### src/rtl/snitch_icache_refill_writer_if.sv
// Refill writer bus bundle: miss request, memory request/response and
// lookup-stage write port of the instruction cache refill writer.
// The "master" modport is the refill writer's view, "slave" is the
// surrounding cache/memory view.
interface snitch_icache_refill_writer_if #(
   parameter int unsigned FETCH_AW   = 32,
   parameter int unsigned LINE_WIDTH = 128,
   parameter int unsigned BEAT_WIDTH = 32,
   parameter int unsigned SET_COUNT  = 2,
   parameter int unsigned LINE_COUNT = 64,
   parameter int unsigned TAG_WIDTH  = FETCH_AW - $clog2(LINE_WIDTH/8) - $clog2(LINE_COUNT),
   parameter int unsigned ID_WIDTH   = 4
) ();

   localparam int unsigned COUNT_ALIGN = $clog2(LINE_COUNT);
   localparam int unsigned SET_ALIGN   = (SET_COUNT > 1) ? $clog2(SET_COUNT) : 1;

   // Miss request from the lookup stage
   logic [FETCH_AW-1:0]    miss_addr_i;
   logic [ID_WIDTH-1:0]    miss_id_i;
   logic                   miss_valid_i;
   logic                   miss_ready_o;

   // Line fetch request towards memory
   logic [FETCH_AW-1:0]    mem_req_addr_o;
   logic                   mem_req_valid_o;
   logic                   mem_req_ready_i;

   // Beat response from memory
   logic [BEAT_WIDTH-1:0]  mem_rsp_data_i;
   logic                   mem_rsp_error_i;
   logic                   mem_rsp_last_i;
   logic                   mem_rsp_valid_i;
   logic                   mem_rsp_ready_o;

   // Line write into the cache arrays
   logic [COUNT_ALIGN-1:0] write_addr_o;
   logic [SET_ALIGN-1:0]   write_set_o;
   logic [LINE_WIDTH-1:0]  write_data_o;
   logic [TAG_WIDTH-1:0]   write_tag_o;
   logic                   write_error_o;
   logic                   write_valid_o;
   logic                   write_ready_i;

   // Completion and status
   logic [ID_WIDTH-1:0]    done_id_o;
   logic                   done_valid_o;
   logic                   busy_o;

   modport master (
      input  miss_addr_i, miss_id_i, miss_valid_i,
      output miss_ready_o,
      output mem_req_addr_o, mem_req_valid_o,
      input  mem_req_ready_i,
      input  mem_rsp_data_i, mem_rsp_error_i, mem_rsp_last_i, mem_rsp_valid_i,
      output mem_rsp_ready_o,
      output write_addr_o, write_set_o, write_data_o, write_tag_o, write_error_o, write_valid_o,
      input  write_ready_i,
      output done_id_o, done_valid_o, busy_o
   );

   modport slave (
      output miss_addr_i, miss_id_i, miss_valid_i,
      input  miss_ready_o,
      input  mem_req_addr_o, mem_req_valid_o,
      output mem_req_ready_i,
      output mem_rsp_data_i, mem_rsp_error_i, mem_rsp_last_i, mem_rsp_valid_i,
      input  mem_rsp_ready_o,
      input  write_addr_o, write_set_o, write_data_o, write_tag_o, write_error_o, write_valid_o,
      output write_ready_i,
      input  done_id_o, done_valid_o, busy_o
   );

endinterface

### src/rtl/snitch_icache_refill_writer.sv
// Instruction cache refill writer: accepts one miss at a time, fetches the
// line from memory beat by beat, assembles it and writes it into the cache
// way chosen by a round-robin victim counter.
// Optional feature: define SNITCH_ICACHE_REFILL_PERF_EN to add refill and
// error performance counters (perf_refills_o, perf_errors_o).
module snitch_icache_refill_writer #(
   parameter int unsigned FETCH_AW   = 32,
   parameter int unsigned LINE_WIDTH = 128,
   parameter int unsigned BEAT_WIDTH = 32,
   parameter int unsigned SET_COUNT  = 2,
   parameter int unsigned LINE_COUNT = 64,
   parameter int unsigned TAG_WIDTH  = FETCH_AW - $clog2(LINE_WIDTH/8) - $clog2(LINE_COUNT),
   parameter int unsigned ID_WIDTH   = 4
) (
   input  logic clk_i,
   input  logic rst_ni,
   snitch_icache_refill_writer_if.master bus
`ifdef SNITCH_ICACHE_REFILL_PERF_EN
   ,
   output logic [31:0] perf_refills_o,
   output logic [31:0] perf_errors_o
`endif
);

   localparam int unsigned BEATS       = LINE_WIDTH / BEAT_WIDTH;
   localparam int unsigned CNT_W       = $clog2(BEATS) + 1;
   localparam int unsigned SET_ALIGN   = (SET_COUNT > 1) ? $clog2(SET_COUNT) : 1;
   localparam int unsigned COUNT_ALIGN = $clog2(LINE_COUNT);
   localparam int unsigned LINE_ALIGN  = $clog2(LINE_WIDTH / 8);
   localparam logic [FETCH_AW-1:0] LINE_MASK =
      ~((FETCH_AW'(1) << LINE_ALIGN) - FETCH_AW'(1));

   typedef enum logic [1:0] {
      IDLE  = 2'd0,
      REQ   = 2'd1,
      RECV  = 2'd2,
      WRITE = 2'd3
   } state_e;

   state_e                state_q, state_d;
   logic [FETCH_AW-1:0]   addr_q, addr_d;
   logic [ID_WIDTH-1:0]   id_q, id_d;
   logic [CNT_W-1:0]      cnt_q, cnt_d;
   logic [LINE_WIDTH-1:0] line_q, line_d;
   logic                  err_q, err_d;
   logic [SET_ALIGN-1:0]  victim_q, victim_d;

   // Handshake outputs are registered copies of the next-state decode
   logic miss_ready_q, mem_req_valid_q, mem_rsp_ready_q, write_valid_q, busy_q;

   logic             beat_accept;
   logic             write_done;
   logic [BEATS-1:0] beat_hit;

   assign beat_accept = mem_rsp_ready_q & bus.mem_rsp_valid_i;
   assign write_done  = write_valid_q & bus.write_ready_i;

   // One-hot select of the line buffer slot addressed by the beat counter;
   // a saturated counter selects nothing, so surplus beats are dropped.
   for (genvar gi = 0; gi < BEATS; gi++) begin : g_beat_hit
      assign beat_hit[gi] = (cnt_q == CNT_W'(gi));
   end

   // Next-state and datapath update for the refill sequence
   always_comb begin
      state_d  = state_q;
      addr_d   = addr_q;
      id_d     = id_q;
      cnt_d    = cnt_q;
      line_d   = line_q;
      err_d    = err_q;
      victim_d = victim_q;
      unique case (state_q)
         IDLE: begin
            if (bus.miss_valid_i) begin
               addr_d  = bus.miss_addr_i;
               id_d    = bus.miss_id_i;
               state_d = REQ;
            end
         end
         REQ: begin
            if (bus.mem_req_ready_i) begin
               cnt_d   = '0;
               line_d  = '0;
               err_d   = 1'b0;
               state_d = RECV;
            end
         end
         RECV: begin
            if (beat_accept) begin
               for (int k = 0; k < BEATS; k++) begin
                  if (beat_hit[k]) line_d[k*BEAT_WIDTH +: BEAT_WIDTH] = bus.mem_rsp_data_i;
               end
               if (cnt_q != CNT_W'(BEATS)) cnt_d = cnt_q + 1'b1;
               err_d = err_q | bus.mem_rsp_error_i;
               if (bus.mem_rsp_last_i) begin
                  // A burst ending before the line is full leaves holes
                  if (cnt_q < CNT_W'(BEATS - 1)) err_d = 1'b1;
                  state_d = WRITE;
               end
            end
         end
         WRITE: begin
            if (bus.write_ready_i) begin
               victim_d = (victim_q == SET_ALIGN'(SET_COUNT - 1)) ? '0 : victim_q + 1'b1;
               state_d  = IDLE;
            end
         end
         default: state_d = IDLE;
      endcase
   end

   // State, datapath and registered handshake outputs
   always_ff @(posedge clk_i or negedge rst_ni) begin
      if (!rst_ni) begin
         state_q         <= IDLE;
         addr_q          <= '0;
         id_q            <= '0;
         cnt_q           <= '0;
         line_q          <= '0;
         err_q           <= 1'b0;
         victim_q        <= '0;
         miss_ready_q    <= 1'b1;
         mem_req_valid_q <= 1'b0;
         mem_rsp_ready_q <= 1'b0;
         write_valid_q   <= 1'b0;
         busy_q          <= 1'b0;
      end else begin
         state_q         <= state_d;
         addr_q          <= addr_d;
         id_q            <= id_d;
         cnt_q           <= cnt_d;
         line_q          <= line_d;
         err_q           <= err_d;
         victim_q        <= victim_d;
         miss_ready_q    <= (state_d == IDLE);
         mem_req_valid_q <= (state_d == REQ);
         mem_rsp_ready_q <= (state_d == RECV);
         write_valid_q   <= (state_d == WRITE);
         busy_q          <= (state_d != IDLE);
      end
   end

   assign bus.miss_ready_o    = miss_ready_q;
   assign bus.mem_req_addr_o  = addr_q & LINE_MASK;
   assign bus.mem_req_valid_o = mem_req_valid_q;
   assign bus.mem_rsp_ready_o = mem_rsp_ready_q;
   assign bus.write_addr_o    = addr_q[LINE_ALIGN +: COUNT_ALIGN];
   assign bus.write_set_o     = victim_q;
   assign bus.write_data_o    = line_q;
   assign bus.write_tag_o     = TAG_WIDTH'(addr_q >> (LINE_ALIGN + COUNT_ALIGN));
   assign bus.write_error_o   = err_q;
   assign bus.write_valid_o   = write_valid_q;
   assign bus.done_id_o       = id_q;
   assign bus.done_valid_o    = write_done;
   assign bus.busy_o          = busy_q;

`ifdef SNITCH_ICACHE_REFILL_PERF_EN
   logic [31:0] perf_refills_q, perf_refills_d;
   logic [31:0] perf_errors_q, perf_errors_d;

   // Count completed refills and those delivered with an error flag
   always_comb begin
      perf_refills_d = perf_refills_q;
      perf_errors_d  = perf_errors_q;
      if (write_done) begin
         perf_refills_d = perf_refills_q + 32'd1;
         if (err_q) perf_errors_d = perf_errors_q + 32'd1;
      end
   end

   // Performance counter registers
   always_ff @(posedge clk_i or negedge rst_ni) begin
      if (!rst_ni) begin
         perf_refills_q <= '0;
         perf_errors_q  <= '0;
      end else begin
         perf_refills_q <= perf_refills_d;
         perf_errors_q  <= perf_errors_d;
      end
   end

   assign perf_refills_o = perf_refills_q;
   assign perf_errors_o  = perf_errors_q;
`endif

endmodule

### src/flat_wrapper.sv
// flat-port wrapper written by rule: the top's interface ports become plain ports
module snitch_icache_refill_writer_flat 
#(
   parameter int unsigned FETCH_AW   = 32,
   parameter int unsigned LINE_WIDTH = 128,
   parameter int unsigned BEAT_WIDTH = 32,
   parameter int unsigned SET_COUNT  = 2,
   parameter int unsigned LINE_COUNT = 64,
   parameter int unsigned TAG_WIDTH  = FETCH_AW - $clog2(LINE_WIDTH/8) - $clog2(LINE_COUNT),
   parameter int unsigned ID_WIDTH   = 4
)
  (clk_i, rst_ni, bus_miss_addr_i, bus_miss_id_i, bus_miss_valid_i, bus_miss_ready_o, bus_mem_req_addr_o, bus_mem_req_valid_o, bus_mem_req_ready_i, bus_mem_rsp_data_i, bus_mem_rsp_error_i, bus_mem_rsp_last_i, bus_mem_rsp_valid_i, bus_mem_rsp_ready_o, bus_write_addr_o, bus_write_set_o, bus_write_data_o, bus_write_tag_o, bus_write_error_o, bus_write_valid_o, bus_write_ready_i, bus_done_id_o, bus_done_valid_o, bus_busy_o);
  snitch_icache_refill_writer_if #(.FETCH_AW(FETCH_AW), .LINE_WIDTH(LINE_WIDTH), .BEAT_WIDTH(BEAT_WIDTH), .SET_COUNT(SET_COUNT), .LINE_COUNT(LINE_COUNT), .TAG_WIDTH(TAG_WIDTH), .ID_WIDTH(ID_WIDTH)) bus_i ();
  input  logic clk_i;
  input  logic rst_ni;
  input wire logic [$bits(bus_i.miss_addr_i)-1:0] bus_miss_addr_i;
  input wire logic [$bits(bus_i.miss_id_i)-1:0] bus_miss_id_i;
  input wire logic [$bits(bus_i.miss_valid_i)-1:0] bus_miss_valid_i;
  output wire logic [$bits(bus_i.miss_ready_o)-1:0] bus_miss_ready_o;
  output wire logic [$bits(bus_i.mem_req_addr_o)-1:0] bus_mem_req_addr_o;
  output wire logic [$bits(bus_i.mem_req_valid_o)-1:0] bus_mem_req_valid_o;
  input wire logic [$bits(bus_i.mem_req_ready_i)-1:0] bus_mem_req_ready_i;
  input wire logic [$bits(bus_i.mem_rsp_data_i)-1:0] bus_mem_rsp_data_i;
  input wire logic [$bits(bus_i.mem_rsp_error_i)-1:0] bus_mem_rsp_error_i;
  input wire logic [$bits(bus_i.mem_rsp_last_i)-1:0] bus_mem_rsp_last_i;
  input wire logic [$bits(bus_i.mem_rsp_valid_i)-1:0] bus_mem_rsp_valid_i;
  output wire logic [$bits(bus_i.mem_rsp_ready_o)-1:0] bus_mem_rsp_ready_o;
  output wire logic [$bits(bus_i.write_addr_o)-1:0] bus_write_addr_o;
  output wire logic [$bits(bus_i.write_set_o)-1:0] bus_write_set_o;
  output wire logic [$bits(bus_i.write_data_o)-1:0] bus_write_data_o;
  output wire logic [$bits(bus_i.write_tag_o)-1:0] bus_write_tag_o;
  output wire logic [$bits(bus_i.write_error_o)-1:0] bus_write_error_o;
  output wire logic [$bits(bus_i.write_valid_o)-1:0] bus_write_valid_o;
  input wire logic [$bits(bus_i.write_ready_i)-1:0] bus_write_ready_i;
  output wire logic [$bits(bus_i.done_id_o)-1:0] bus_done_id_o;
  output wire logic [$bits(bus_i.done_valid_o)-1:0] bus_done_valid_o;
  output wire logic [$bits(bus_i.busy_o)-1:0] bus_busy_o;
  assign bus_i.miss_addr_i = bus_miss_addr_i;
  assign bus_i.miss_id_i = bus_miss_id_i;
  assign bus_i.miss_valid_i = bus_miss_valid_i;
  assign bus_miss_ready_o = bus_i.miss_ready_o;
  assign bus_mem_req_addr_o = bus_i.mem_req_addr_o;
  assign bus_mem_req_valid_o = bus_i.mem_req_valid_o;
  assign bus_i.mem_req_ready_i = bus_mem_req_ready_i;
  assign bus_i.mem_rsp_data_i = bus_mem_rsp_data_i;
  assign bus_i.mem_rsp_error_i = bus_mem_rsp_error_i;
  assign bus_i.mem_rsp_last_i = bus_mem_rsp_last_i;
  assign bus_i.mem_rsp_valid_i = bus_mem_rsp_valid_i;
  assign bus_mem_rsp_ready_o = bus_i.mem_rsp_ready_o;
  assign bus_write_addr_o = bus_i.write_addr_o;
  assign bus_write_set_o = bus_i.write_set_o;
  assign bus_write_data_o = bus_i.write_data_o;
  assign bus_write_tag_o = bus_i.write_tag_o;
  assign bus_write_error_o = bus_i.write_error_o;
  assign bus_write_valid_o = bus_i.write_valid_o;
  assign bus_i.write_ready_i = bus_write_ready_i;
  assign bus_done_id_o = bus_i.done_id_o;
  assign bus_done_valid_o = bus_i.done_valid_o;
  assign bus_busy_o = bus_i.busy_o;
  snitch_icache_refill_writer #(.FETCH_AW(FETCH_AW), .LINE_WIDTH(LINE_WIDTH), .BEAT_WIDTH(BEAT_WIDTH), .SET_COUNT(SET_COUNT), .LINE_COUNT(LINE_COUNT), .TAG_WIDTH(TAG_WIDTH), .ID_WIDTH(ID_WIDTH)) u_core (.clk_i(clk_i), .rst_ni(rst_ni), .bus(bus_i));
endmodule
### config.mk
export PLATFORM = sky130hd
export DESIGN_NAME = snitch_icache_refill_writer_flat
export DESIGN_NICKNAME = d
export VERILOG_FILES = /design/src/rtl/snitch_icache_refill_writer_if.sv /design/src/rtl/snitch_icache_refill_writer.sv /design/src/flat_wrapper.sv
export SDC_FILE = /design/constraint.sdc
export NUM_CORES = 1
export LEC_CHECK = 0
export ABC_AREA = 1
export CORE_MARGIN = 2
export CORE_UTILIZATION = 48
export CTS_CLUSTER_SIZE = 14
export DETAILED_ROUTE_END_ITERATION = 8
export PLACE_DENSITY = 0.86
export SYNTH_ARGS = -nofsm -noshare
export SYNTH_HDL_FRONTEND = slang
export SYNTH_SLANG_ARGS = --single-unit
export TNS_END_PERCENT = 1
### constraint.sdc
create_clock -name clk_i -period 3.8 [get_ports clk_i]
set_clock_uncertainty 0.1 [all_clocks]
set_input_delay 0.38 -clock clk_i [delete_from_list [all_inputs] [get_ports clk_i]]
set_output_delay 0.38 -clock clk_i [all_outputs]
set_load 0.005 [all_outputs]
After elaboration in Yosys (flattened, before gate mapping):

Cells that the tools add are included.
Widths: inputs -> output; s select.

* flip-flop bits (word level): 176
* bits of input ports: 76
* output and inout port bits: 200
* word-level logic and storage cells: 74

* add/sub/neg operators: 2
* magnitude comparators: 1
* equality and inequality tests: 17
* mux-type cells: 23
* bitwise logic cells: 3
* reductions and logical operators: 13

Operators by type and width (number)
* $mux 128: 2
* $pmux 128 s2: 1
* $mux 32: 4
* $reduce_and 4->1: 5
* $ne 2x1->1 const B: 6
* $mux 2: 5
* $mux 3: 3
* $eq 2x2->1 const B: 4
* $pmux 2 s4: 1
* $eq 3x2->1 const B: 2
* $pmux 3 s2: 1
* $mux 1: 5
* $eq 2x1->1 const B: 2
* $logic_not 2->1: 2
* $reduce_and 2->1: 2
* $reduce_bool 2->1: 2
* $add 3x1->3 const B: 1
* $eq 3x1->1 const B: 1
* $logic_not 3->1: 1
* $lt 3x2->1 const B: 1
* $ne 3x3->1 const B: 1
* $reduce_and 3->1: 1
* $and 1x1->1: 2
* $ne 2x2->1 const B: 1
* other kinds (3): 3

Longest topological paths before layout:

Gate-level depths: netlist (run 1).

* depth in word-level cells: 5
* gate-level depth with buffers: 8
* gate-level depth less buffers: 7

Worst setup path before layout (run 1):

No wires, ideal clock.

* path kind: register to register
* start: register u_core.cnt_q[0]
* end: register u_core.line_q[100] (netlist: u_core.bus.write_data_o[100])
* setup time: 0.116 ns
* arrival: 1.302 ns
* required time: 3.584 ns
* slack: 2.282 ns
* stages on the path, launching flop included: 9
* buffers on the path: 1
* period minus slack after synthesis: 1.518 ns
* cell sequence: dfrtp_1 -> ha_1 -> ha_1 -> inv_1 -> o21ai_2 -> nand2_1 -> buf_4 -> nand2_1 -> nand2_1

* word-level cells in the longest chain between the ends: 3

RTL lines
* start, declared: line snitch_icache_refill_writer.sv:43 `logic [CNT_W-1:0] cnt_q, cnt_d;`
* start signal, assigned: line snitch_icache_refill_writer.sv:132 `cnt_q <= cnt_d;`
* $eq 3x2->1: line snitch_icache_refill_writer.sv:61 `assign beat_hit[gi] = (cnt_q == CNT_W'(gi));`
* $ne 2x1->1 (no source line)
* $reduce_and 4->1 (no source line)
* end signal, assigned: line snitch_icache_refill_writer.sv:133 `line_q <= line_d;`
* end, declared: line snitch_icache_refill_writer.sv:44 `logic [LINE_WIDTH-1:0] line_q, line_d;`

No other way between the ends.
A chain may end at the register's enable or synchronous reset.

Final worst setup path (run 1):

* start: register u_core.state_q[0]
* end: register u_core.line_q[43] (netlist: u_core.bus.write_data_o[43])

* word-level cells in the longest chain between the ends: 3
* elaborated cells between the ends (all ways): 8
* classes of those cells: 5 x eq/ne; 1 x mux; 2 x reduce/logical

RTL lines
* start, declared: line snitch_icache_refill_writer.sv:40 `state_e state_q, state_d;`
* start signal, assigned: line snitch_icache_refill_writer.sv:129 `state_q <= state_d;`
* $eq 2x2->1 / $eq 2x1->1 (equally long branches): line snitch_icache_refill_writer.sv:73 `unique case (state_q)`
* $ne 2x1->1 (no source line) (tied with other cells)
* $reduce_and 4->1 (no source line)

Several ways; a longest one is shown, not always the timed one.

==> flow_metrics.tcl, run 1 <==
set metrics [dict create \
    outcome "completed" \
    ys_seq_elements 172 \
    setup_viol 0 \
    yosys-top-cells-area "dfrtp_1 58%, nand2_1 16%, nand3_1 9.2%" \
    nFillCells 1159 \
    grt_pass1_wl_mm 33.8 \
    path_common_cell "nand2_1" \
    synth_edf_count 0 \
    die_x_um 128 \
    ys_seq_area_share_pct 58.0 \
    worst_setup_path_start_kind "register" \
    yosys_warnings 0 \
    setup_slack_ns 1.21 \
    clk_pin_slew_ns 0.07 \
    critPathCaptureType "register" \
    comb_power_share_pct 42.9 \
    clockBufferDepth 2 \
    slew_viol_final 0 \
    drt_wl_total_mm 21.5 \
    drc 0 \
    antenna_found_initial 0 \
    clock_sinks 172 \
    viasPerCell 5.12 \
    async_reset_ff_share_pct 100 \
    yosys.area.top_type "dfrtp_1" \
    synthMostInstantiatedCell "nand2_1" \
    power.switching_uw 3000 \
    die_h_um 128 \
    clkPwrFrac_pct 21.4 \
    tns_ns 0 \
    register_area_um2 4310 \
    gp_congestion 0.782 \
    grt_pass1_vias 6441 \
    area_delta_synth_final_pct 41.9 \
    relSlewSlack_pct 49.0 \
    seq_power_share_pct 35.7 \
    path_buf_inv 3 \
    cp_max_fo 37 \
    crit_arrival_ns 2.80 \
    fin_nets 1166 \
    cp.required_ns 4.01 \
    initial_core_util_pct 49.0 \
    pre_cts_ws_ns 1.17 \
    switching_share_pct 36.4 \
    cts_buffers 17 \
    crit_type "register to register" \
    wl_per_cell_um 16.7 \
    rsz0062_at_grt "false" \
    hpwl_mm 14.3 \
    p_int_uw 5250 \
    overflow 0 \
    crit_chain "inv_2 -> nand2_4 -> inv_2 -> nand2_1 -> buf_4 -> nand2_2 -> nand2_1 -> nand2_1" \
    crit_path_top_delay_cell "nand2_2" \
    io_pins 276 \
    hold_class "register to register" \
    drt_iter0_drc 612 \
    worstMarginPinSlew_ns 0.762 \
    antenna_left 0 \
    synth.top_cell.area_share_pct 57.6 \
    die_area_um2 16500 \
    port_buffers 267 \
    layout_min_cycle_time_ns 2.59 \
    syn_area_per_cell_um2 8.61 \
    drive_gt1_share_pct 5.10 \
    clock_latency_ns 0.43 \
    yosys-top-cells-count "310 x nand2_1, 171 x dfrtp_1, 137 x nand3_1, 74 x inv_1, 41 x buf_4" \
    ys.flop_type "dfrtp_1" \
    synth_area_um2 7430 \
    ctsHtreeMaxLevel 4 \
    syn-instance-count 863 \
    grt_max_degree 81 \
    hold_violations 0 \
    fmax_mhz 386 \
    cts_tree "done" \
    worst_ir_drop_vdd_v 0.000499 \
    num_rows 45 \
    fin_crit_sh_pct 68.1 \
    cap_violations 0 \
    clockRootBuffer "clkbuf_16" \
    cp_top_family "simple AND/OR/NAND/NOR gates" \
    critPathMaxStageDelay_ns 0.51 \
    vias 6582 \
    core_um2 15100 \
    p_leak_uw 0.00542 \
    antennaDiodeCount 0 \
    grt.total_usage_pct 26.7 \
    multi_input_area_um2 2340 \
    ys_types 21 \
    power.density_nw_per_um2 782 \
    firstDrtPassIters 5 \
]
## placed cells by master, fill, tap and decap left out, drive strengths merged
cell type	Yosys	routed
a31oi	1	1
nand4	2	2
nand3	138	138
xnor2	1	1
clkinv	0	6
conb	1	4
dfrtp	171	171
nor2	36	36
ha	5	5
dlygate4sd3	0	1
inv	77	83
buf	76	12
nand2	315	315
dfstp	1	1
o21ai	36	36
clkdlybuf4s50	0	266
clkbuf	3	18
bufinv	0	2
## tightest hold or removal path, cell delays in order, from the launching register on
cell and delay (ns):
dfrtp_1 0.34, nand2_1 0.05, nand2_1 0.04
## path summary, 6_finish.rpt
kind | startpoint | to | slack (ns) | cells after the start
hold / removal | u_core.bus.write_data_o[93]$_DFFE_PN0P_ | u_core.bus.write_data_o[93]$_DFFE_PN0P_ | 0.37 | 2
max in group asynchronous | rst_ni | u_core.bus.write_data_o[7]$_DFFE_PN0P_ | 2.20 | 3
setup reg to reg | u_core.state_q[0]$_DFF_PN0_ | u_core.bus.write_data_o[43]$_DFFE_PN0P_ | 1.21 | 8
min in group asynchronous | rst_ni | u_core.bus.write_data_o[104]$_DFFE_PN0P_ | 0.44 | 2
setup / recovery | u_core.state_q[0]$_DFF_PN0_ | u_core.bus.write_data_o[43]$_DFFE_PN0P_ | 1.21 | 8
hold reg to reg | u_core.bus.write_data_o[93]$_DFFE_PN0P_ | u_core.bus.write_data_o[93]$_DFFE_PN0P_ | 0.37 | 2
## sequential cells by signal, indices dropped and copies added (netlist names)
register,cells
u_core.bus.write_data_o,128
u_core.bus.write_set_o,1
u_core.addr_q,28
u_core.bus.mem_req_valid_o,1
u_core.bus.done_id_o,4
u_core.bus.write_valid_o,1
u_core.state_q,2
u_core.bus.mem_rsp_ready_o,1
u_core.cnt_q,3
u_core.bus.miss_ready_o,1
u_core.bus.busy_o,1
u_core.bus.write_error_o,1
## layer usage
| metal | up-vias | share of wire [%] | wire (um) | GRT usage [%] |
|---|---|---|---|---|
| met5 | - | 0 | 0 | 0 |
| met4 | 0 | 1.8 | 385 | 9.95 |
| met3 | 28 | 9.2 | 1980 | 7.69 |
| met2 | 339 | 50 | 10700 | 45.8 |
| met1 | 3130 | 39 | 8460 | 32.3 |
| li1 | 3085 | - | - | - |
## power by group through the flow
| stage | registers, uW | logic, uW | clock network [uW] |
|---|---|---|---|
| final | 2940 | 3540 | 1760 |
| after global routing | 3020 | 3860 | 1850 |
| after CTS | 2940 | 3570 | 1780 |
| after detailed placement | 2960 | 3550 | 0 |
| after global placement | 2940 | 3470 | 0 |
| after floorplan | 2920 | 1590 | 0 |
## stage by stage
stage	hold slack [ns]	util, %	power, uW	area [um^2]	std cells
global placement	0.352	65.6	6410	9940	1253
global route	0.387	69.6	8740	10500	1286
CTS	0.373	69.6	8290	10500	1286
detailed placement	0.357	65.6	6510	9940	1253
finish	0.367	69.6	8250	10500	1286
floorplan	-0.0156	-	4510	7440	866
## layout make-up
cell class	instances	share of cell area, %
Sequential cell	172	40.8
Timing Repair Buffer	279	26.4
Multi-Input combinational cell	538	22.2
Clock buffer	18	4.17
Inverter	77	2.74
Tap cell	188	2.23
Clock inverter	14	1.48
## cell families after synthesis
family | Yosys count | synth area share, %
other cells | 1 | 0.0505
compound gates | 37 | 2.56
fa+ha+maj | 5 | 0.842
xor+xnor | 1 | 0.118
buf+inv | 156 | 11.0
flops | 172 | 58.0
simple gates | 491 | 27.5
## what timing repair did
action | 4_1_cts | 5_1_grt
setup buffers | 0 | 0
hold buffers | 1 | 0
endpoints found under the setup margin | 0 | 0
resized for setup | 0 | 0
endpoints found under the hold margin | 78 | 0
Note: power is estimated with default switching activity, not from simulation.
==> run 2: changes to the inputs <==
--- a/config.mk
+++ b/config.mk
@@ -7,10 +7,10 @@
 export LEC_CHECK = 0
 export ABC_AREA = 1
 export CORE_MARGIN = 2
-export CORE_UTILIZATION = 48
+export CORE_UTILIZATION = 40
 export CTS_CLUSTER_SIZE = 14
 export DETAILED_ROUTE_END_ITERATION = 8
-export PLACE_DENSITY = 0.86
+export PLACE_DENSITY = 0.76
 export SYNTH_ARGS = -nofsm -noshare
 export SYNTH_HDL_FRONTEND = slang
 export SYNTH_SLANG_ARGS = --single-unit
==> constraint.sdc (replaced) <==
create_clock -name clk_i -period 2.3 [get_ports clk_i]
set_clock_uncertainty 0.1 [all_clocks]
set_input_delay 0.23 -clock clk_i [delete_from_list [all_inputs] [get_ports clk_i]]
set_output_delay 0.23 -clock clk_i [all_outputs]
set_load 0.005 [all_outputs]
==> flow_metrics.tcl, run 2 (synthesized netlist as in run 1, its figures left out) <==
set metrics [dict create \
    final_cell_mix "308 x nand2_1, 266 x clkdlybuf4s50_1, 171 x dfrtp_1" \
    register_area_um2 4310 \
    critPathCaptureType "register" \
    power.density_nw_per_um2 1270 \
    port_buffers 267 \
    clockRootBuffer "clkbuf_16" \
    firstDrtPassIters 5 \
    die_h_um 140 \
    hold_class "input port to async pin" \
    layout_min_cycle_time_ns 1.90 \
    initial_core_util_pct 41.1 \
    drc 0 \
    wl_per_cell_um 16.8 \
    worst_setup_path_start_kind "register" \
    multi_input_area_um2 2340 \
    p_leak_uw 0.00545 \
    num_rows 49 \
    crit_arrival_ns 2.15 \
    area_delta_synth_final_pct 43.8 \
    layout_commonest_cell "nand2_1" \
    ctsHtreeMaxLevel 4 \
    worst_ir_drop_vdd_v 0.000785 \
    overflow 0 \
    core_um2 18100 \
    fmax_mhz 527 \
    cts_buffers 17 \
    viasPerCell 4.88 \
    reg2reg_slack_ns 0.40 \
    clock_latency_ns 0.42 \
    clk_pin_slew_ns 0.07 \
    vias 6502 \
    fin_crit_sh_pct 82.4 \
    io_pins 276 \
    gp_congestion 0.771 \
    drt_wl_total_mm 22.3 \
    grt.total_usage_pct 22.9 \
    setup_viol 0 \
    die_x_um 140 \
    cts_resized 0 \
    tns_ns 0 \
    drive_gt1_share_pct 5.80 \
    grt_pass1_vias 6398 \
    post_cts_buffers 0 \
    clock_sinks 172 \
    whs_ns 0.145 \
    cp.required_ns 2.56 \
    nFillCells 1599 \
    slew_viol_final 0 \
    largest_register_ff_count 128 \
    drt_iter0_drc 445 \
    grt_pass1_wl_mm 35.1 \
    die_area_um2 19700 \
    cts_tree "done" \
    hold_violations 0 \
    hpwl_mm 15.0 \
    cp_max_fo 25 \
    antenna_left 0 \
    fin_nets 1173 \
    clockBufferDepth 2 \
    cap_violations 0 \
    outcome "completed" \
    rsz0062_at_grt "false" \
    grt_max_degree 76 \
    crit_type "register to register" \
    antenna_found_initial 0 \
    antennaDiodeCount 0 \
]
## run 2: final timing paths
path | endpoint | from | cells past startpoint
worst max-delay path | u_core.bus.write_data_o[11]$_DFFE_PN0P_ | u_core.cnt_q[0]$_DFFE_PN0P_ | 8
worst min-delay path | u_core.bus.done_id_o[1]$_DFFE_PN0P_ | rst_ni | 2
worst min register to register | u_core.bus.write_data_o[63]$_DFFE_PN0P_ | u_core.bus.write_data_o[63]$_DFFE_PN0P_ | 2
min in group clk_i | u_core.addr_q[27]$_DFFE_PN0P_ | bus_miss_addr_i[27] | 3
max in group asynchronous | u_core.bus.write_data_o[3]$_DFFE_PN0P_ | rst_ni | 3
worst max register to register | u_core.bus.write_data_o[11]$_DFFE_PN0P_ | u_core.cnt_q[0]$_DFFE_PN0P_ | 8
## run 2: metrics by stage
step | total power, uW | std cells | cell area (um^2) | util [%] | setup WS [ns]
6_report | 13600 | 1333 | 10700 | 59.1 | 0.404
5_1_grt | 14400 | 1333 | 10700 | 59.1 | 0.236
4_1_cts | 13700 | 1333 | 10700 | 59.1 | 0.373
3_5_place_dp | 10800 | 1301 | 10100 | 55.9 | 0.372
3_3_place_gp | 10700 | 1301 | 10100 | 55.9 | 0.384
2_1_floorplan | 7450 | 866 | 7440 | - | 0.782
## run 2: critical path, stage by stage, from the launching register on
cell and delay [ns]:
dfrtp_1 0.45, inv_1 0.09, ha_1 0.22, nand2_1 0.08, nand2_2 0.20, nand2_1 0.17
buf_4 0.33, nand2_1 0.11, nand2_1 0.07
## run 2: layout make-up
class	instances	share of cell area, %
sequential	172	40.3
timing repair buffer	286	27.1
multi-input combinational	538	21.9
clock buffer	19	4.24
inverter	77	2.71
tap	229	2.68
clock inverter	12	1.04
## run 2: layer usage
metal	share of wire (%)	vias to the layer above	global-route usage [%]	routed length [um]
met5	0	-	0	0
met4	0.87	0	5.00	195
li1	-	3103	-	-
met1	41	3088	28.9	9190
met2	49	297	39.1	10900
met3	9.4	14	6.77	2090
## run 2: repair_timing
| item | in CTS | in global routing |
|---|---|---|
| setup endpoints to repair | 0 | 0 |
| endpoints found under the hold margin | 32 | 0 |
| hold buffers | 1 | 0 |
## run 2: power breakdown
group	total [uW]	internal, uW	switching (uW)
registers	4800	4080	711
logic	5980	2980	3000
clock network	2790	1550	1240
total	13600	8610	4950
